**config.mk**
```make
export PLATFORM = sky130hd
export DESIGN_NAME = encoder_8
export DESIGN_NICKNAME = d
export VERILOG_FILES = /design/src/rtl/primitives_pkg.sv /design/src/rtl/skid_buffer_2.sv /design/src/rtl/encoder_8.sv
export SDC_FILE = /design/constraint.sdc
export NUM_CORES = 1
export LEC_CHECK = 0
export ABC_AREA = 0
export BUFFER_PORTS_ARGS = -buffer_cell sky130_fd_sc_hd__buf_2
export CAP_MARGIN = 30
export CORE_ASPECT_RATIO = 1.5
export CORE_MARGIN = 2
export CORE_UTILIZATION = 25
export CTS_CLUSTER_SIZE = 10
export DETAILED_ROUTE_END_ITERATION = 10
export GPL_TIMING_DRIVEN = 0
export PLACE_DENSITY = 0.49
export REMOVE_ABC_BUFFERS = 1
export SLEW_MARGIN = 20
export SYNTH_ARGS = -nofsm -noshare
export SYNTH_HDL_FRONTEND = slang
export SYNTH_SLANG_ARGS = --single-unit
```
**constraint.sdc**
```tcl
create_clock -name clk_i -period 8.54 [get_ports clk_i]
set_clock_uncertainty 0.05 [all_clocks]
set_input_delay 1.708 -clock clk_i [delete_from_list [all_inputs] [get_ports clk_i]]
set_output_delay 1.708 -clock clk_i [all_outputs]
set_load 0.02 [all_outputs]
```
**src/rtl/primitives_pkg.sv**
```systemverilog
// Shared widths, skid-stage state encoding and the one-hot encode function
// used by encoder_8 and its skid buffer.
package primitives_pkg;

  localparam int IN_WIDTH   = 8;
  localparam int CODE_WIDTH = 3;

  typedef enum logic [1:0] {
    EMPTY = 2'd0,
    ONE   = 2'd1,
    TWO   = 2'd2
  } skid_state_e;

  // Returns {err, code}. err is set unless exactly one bit is set; on a
  // multi-hot word prio_high picks the highest set bit, else the lowest.
  function automatic logic [CODE_WIDTH:0] encode_onehot(
    input logic [IN_WIDTH-1:0] w,
    input logic                prio_high
  );
    logic [CODE_WIDTH-1:0] code;
    logic                  found;
    logic [3:0]            ones;
    code  = '0;
    found = 1'b0;
    ones  = '0;
    for (int i = 0; i < IN_WIDTH; i++) begin
      if (w[i]) begin
        ones = ones + 4'd1;
        if (prio_high || !found) code = i[CODE_WIDTH-1:0];
        found = 1'b1;
      end
    end
    return {(ones != 4'd1), code};
  endfunction

endpackage

```
**src/rtl/skid_buffer_2.sv**
```systemverilog
// Generic 2-entry valid/ready skid stage: output register plus one skid slot,
// strictly FIFO, with a registered ready.
module skid_buffer_2
  import primitives_pkg::*;
#(
  parameter int W = 4
) (
  input  logic         clk_i,
  input  logic         s_rst_n_i,
  input  logic [W-1:0] in_data_i,
  input  logic         in_valid_i,
  output logic         in_ready_o,
  output logic [W-1:0] out_data_o,
  output logic         out_valid_o,
  input  logic         out_ready_i
);

  skid_state_e  state_q, state_d;
  logic [W-1:0] or_q, or_d;
  logic [W-1:0] sk_q, sk_d;
  logic         ready_q;
  logic         acc, xfer;

  assign acc         = in_valid_i & ready_q;
  assign xfer        = out_valid_o & out_ready_i;
  assign in_ready_o  = ready_q;
  assign out_valid_o = (state_q != EMPTY);
  assign out_data_o  = or_q;

  always_comb begin
    state_d = state_q;
    or_d    = or_q;
    sk_d    = sk_q;
    case (state_q)
      EMPTY: if (acc) begin
        or_d    = in_data_i;
        state_d = ONE;
      end
      ONE: begin
        if (acc && xfer) begin
          or_d = in_data_i;
        end else if (acc) begin
          sk_d    = in_data_i;
          state_d = TWO;
        end else if (xfer) begin
          state_d = EMPTY;
        end
      end
      // ready_q is low here, so only the drain path exists
      TWO: if (xfer) begin
        or_d    = sk_q;
        state_d = ONE;
      end
      default: state_d = EMPTY;
    endcase
  end

  always_ff @(posedge clk_i) begin
    if (!s_rst_n_i) begin
      state_q <= EMPTY;
      or_q    <= '0;
      sk_q    <= '0;
      ready_q <= 1'b0;
    end else begin
      state_q <= state_d;
      or_q    <= or_d;
      sk_q    <= sk_d;
      ready_q <= (state_d != TWO);
    end
  end

endmodule

```
**src/rtl/encoder_8.sv**
```systemverilog
// Registered 8-to-3 one-hot encoder with valid/ready skid buffering, a
// per-beat error flag and a saturating error counter.
module encoder_8
  import primitives_pkg::*;
#(
  parameter int PRIORITY_HIGH = 1,
  parameter int ERR_CNT_WIDTH = 8
) (
  input  logic                     clk_i,
  input  logic                     s_rst_n_i,
  input  logic [IN_WIDTH-1:0]      data_i,
  input  logic                     valid_i,
  output logic                     ready_o,
  output logic                     data_0_o,
  output logic                     data_1_o,
  output logic                     data_2_o,
  output logic                     error_o,
  output logic                     valid_o,
  input  logic                     ready_i,
  input  logic                     err_clr_i,
  output logic [ERR_CNT_WIDTH-1:0] err_cnt_o
);

  logic [CODE_WIDTH:0]        enc;
  logic [CODE_WIDTH:0]        out_pl;
  logic                       acc;
  logic [ERR_CNT_WIDTH-1:0]   cnt_q, cnt_d;

  // Code and error are resolved at accept time and travel as payload
  assign enc = encode_onehot(data_i, (PRIORITY_HIGH != 0));
  assign acc = valid_i & ready_o;

  skid_buffer_2 #(.W(CODE_WIDTH + 1)) u_skid (
    .clk_i       (clk_i),
    .s_rst_n_i   (s_rst_n_i),
    .in_data_i   (enc),
    .in_valid_i  (valid_i),
    .in_ready_o  (ready_o),
    .out_data_o  (out_pl),
    .out_valid_o (valid_o),
    .out_ready_i (ready_i)
  );

  // data_0_o carries weight 4 to match the decoder's input mapping
  assign error_o  = out_pl[3];
  assign data_0_o = out_pl[2];
  assign data_1_o = out_pl[1];
  assign data_2_o = out_pl[0];

  always_comb begin
    cnt_d = cnt_q;
    if (err_clr_i)
      cnt_d = '0;
    else if (acc && enc[CODE_WIDTH] && !(&cnt_q))
      cnt_d = cnt_q + {{(ERR_CNT_WIDTH-1){1'b0}}, 1'b1};
  end

  always_ff @(posedge clk_i) begin
    if (!s_rst_n_i) cnt_q <= '0;
    else            cnt_q <= cnt_d;
  end

  assign err_cnt_o = cnt_q;

endmodule

```
==> results.txt <==
Worst reg2reg path depth -> 6
# setup viols final -> 0
Number of synthesized flops with an enable pin -> 0
Die Area -> 6700 µm²
Critical Path Start Type -> input pin
Vias in the first global route -> 1179
Most frequent cells in the layout -> buf_2, dfxtp_1, nor2_1, nand2_1, a21oi_1
CTS sink cnt -> 19
Reg-to-reg endpoint -> err_cnt_o[2]
Max clock buf depth -> 2
Clk root buf -> clkbuf_8
First-pass GRT wire length -> 5280 µm
CP Max Fanout -> 12
HPWL after detailed placement -> 2440 µm
Fillers -> 633
CTS resizes -> 0
Outcome -> finished clean
Synthesis-stage register bit count -> 19
Largest net degree at the start of global routing -> 15
Worst VDD drop -> 0.0502 mV
Vias per std cell -> 4.72
Detailed Route Iter0 Violations -> 26
Seq/Total Area, Yosys -> 25.2%
Data arrival, critical path -> 6.53 ns
Highest Clock Rate -> 156 MHz
Hold Path Class -> flop to flop
H-tree depth -> 1
Top-area cell type share of the netlist area -> 25.2%
Unique cell type count in the Yosys netlist -> 51
Crit Path Class -> input pin to flop
GRT Residual Overflow -> 0
Initial antenna violation count -> 0
Synth Flop Type -> dfxtp_1
DR pass1 iterations -> 4
Clock-pin slew on the worst setup and hold paths -> 0.08 ns
Final hold vios -> 0
Max_cap viols -> 0
RSZ-0062 raised after global routing -> false
Crit share post-route -> 75.2%
I/O Buffers -> 26
Yosys warns -> 0
Worst hold margin -> 0.444 ns
Pleak -> 0.764 nW
Row count -> 34
R2r setup slk -> 6.46 ns
Data required, critical path -> 8.65 ns
Power Dens Cells -> 158 nW/µm²
Commonest non-fill, non-tap cell in the layout -> buf_2
Least-Margin Pin Slew -> 0.931 ns
# IOs -> 27
DRC violations left -> 0
Total global routing track utilization -> 9.89%
Area delta synth->final -> 13.0%
RR Startpoint -> err_cnt_o[0]
Fin nets -> 222
Cts hold-fix bufs -> 0
Core Region -> 5830 µm²
Startpoint of the worst hold path -> err_cnt_o[4]
Mapped Cells -> 179
Final setup TNS -> 0 ns
Routability-driven placement congestion ratio -> 0.713
Die Ht -> 99.2 µm
Area leader, netlist -> dfxtp_1
Initial Util -> 25.9%
Final wirelength -> 3070 µm
Final min period -> 6.42 ns
Worst skew pair latency -> 0.26 ns
Antenna Cells -> 0
Top cells by area, synth -> dfxtp_1, ha_1, nand2_1
CTS Buf Count -> 3
Slew headroom -> 37.4%
Mapped cell area -> 1510 µm²
Post-CTS Setup Repair Bufs -> 0
TritonCTS clock tree -> done
ANT nets after route -> 0
DIE WIDTH -> 67.5 µm
Ys async rst share -> 0%
Via count -> 1285
Synthesized area per cell -> 8.44 µm²
Hold path depth -> 2
Fin. max-slew vios -> 0
Crit end category -> flop
Multi-input logic area -> 1040 µm²
Register area -> 380 µm²
Layout cell share with drive strength beyond 1 -> 22.0%
Hold Path End -> err_cnt_o[4]
Routed len/inst -> 11.3 µm
[cells by family (layout without fill, tap and decap cells)]
| kind of cell | Yosys count | count (layout) | share of synthesized area (%) |
|---|---|---|---|
| multiplexers | 7 | 7 | 4.72 |
| XOR/XNOR | 13 | 13 | 11.7 |
| adder cells (fa/ha/maj) | 8 | 8 | 6.62 |
| buffers and inverters | 15 | 36 | 6.29 |
| AND/OR/NAND/NOR | 77 | 77 | 26.6 |
| AO/OA/AOI/OAI | 40 | 40 | 19.0 |
| flip-flops | 19 | 19 | 25.2 |
[cell usage after synthesis (all sizes together), types with 2 or more instances]
library cell and number:
a21oi 13, a31o 4, a31oi 3, and2 5
and4 2, buf 4, clkbuf 5, dfxtp 19
ha 8, inv 6, mux2i 6, nand2 17
nand2b 3, nand3 7, nand3b 2, nand4 3
nor2 17, nor2b 9, nor3 2, nor3b 3
nor4 2, o211a 3, o21ai 3, o21bai 2
o22ai 2, o31ai 3, or2 2, xnor2 8
xnor3 2, xor2 2
[where the power goes]
part	internal, mW	switching (mW)	total (mW)
Combinational	0.0528	0.0571	0.110
Clock	0.0329	0.0328	0.0657
Sequential	0.0917	0.00216	0.0939
Total	0.177	0.0921	0.269
[worst max path at each step]
| stage | startpoint | end | cells after the start |
|---|---|---|---|
| after floorplan | data_i[0] | err_cnt_o[4] | 22 |
| after global placement | data_i[1] | err_cnt_o[4] | 23 |
| after detailed placement | data_i[0] | err_cnt_o[4] | 23 |
| after CTS | data_i[0] | err_cnt_o[4] | 23 |
| after global routing | data_i[0] | err_cnt_o[2] | 23 |
| final | data_i[0] | err_cnt_o[2] | 23 |
[worst max-delay path: stages]
cell	delay (ns)
buf_2	0.09
inv_1	0.04
ha_1	0.35
xnor2_1	0.28
inv_1	0.07
ha_1	0.34
nand2_1	0.07
o31ai_1	0.10
ha_1	0.31
nor2b_1	0.15
nor2_1	0.06
ha_1	0.26
a22o_2	0.28
ha_1	0.27
and2b_2	0.21
nor2_1	0.11
ha_1	0.19
xor3_1	0.42
a32oi_1	0.21
o21ai_1	0.14
a31oi_2	0.52
a21oi_1	0.14
a31o_1	0.20
[state kept, by name, summed over array words and instances, names as in the netlist]
| register | cells |
|---|---|
| err_cnt_o | 8 |
| u_skid.out_data_o | 4 |
| u_skid.sk_q | 4 |
| u_skid.state_q | 2 |
| u_skid.in_ready_o | 1 |
[layer usage]
metal	global-route usage (%)	up-vias	part of all wire, %
li1	-	685	-
met1	12.2	577	46
met2	17.0	21	49
met3	1.81	2	4.0
met4	2.83	0	0.95
met5	0	-	0
[area by class of cell]
class / instances / share of cell area, %
clock buffer: 3 / 2.42
clock inverter: 1 / 0.440
inverter: 6 / 1.32
multi-input combinational: 145 / 60.7
sequential: 19 / 22.3
tap: 72 / 5.27
timing repair buffer: 26 / 7.62
[per-stage QoR]
stage | total power [mW] | cell area [µm²] | worst slack (ns) | instances | utilization (%)
floorplan | 0.183 | 1440 | 2.40 | 170 | -
global placement | 0.207 | 1660 | 1.78 | 268 | 28.5
detailed placement | 0.208 | 1660 | 1.77 | 268 | 28.5
CTS | 0.274 | 1710 | 2.05 | 272 | 29.3
global route | 0.291 | 1710 | 1.64 | 272 | 29.3
finish | 0.269 | 1710 | 2.12 | 272 | 29.3
No activity file was read; power rests on OpenSTA's default activity.
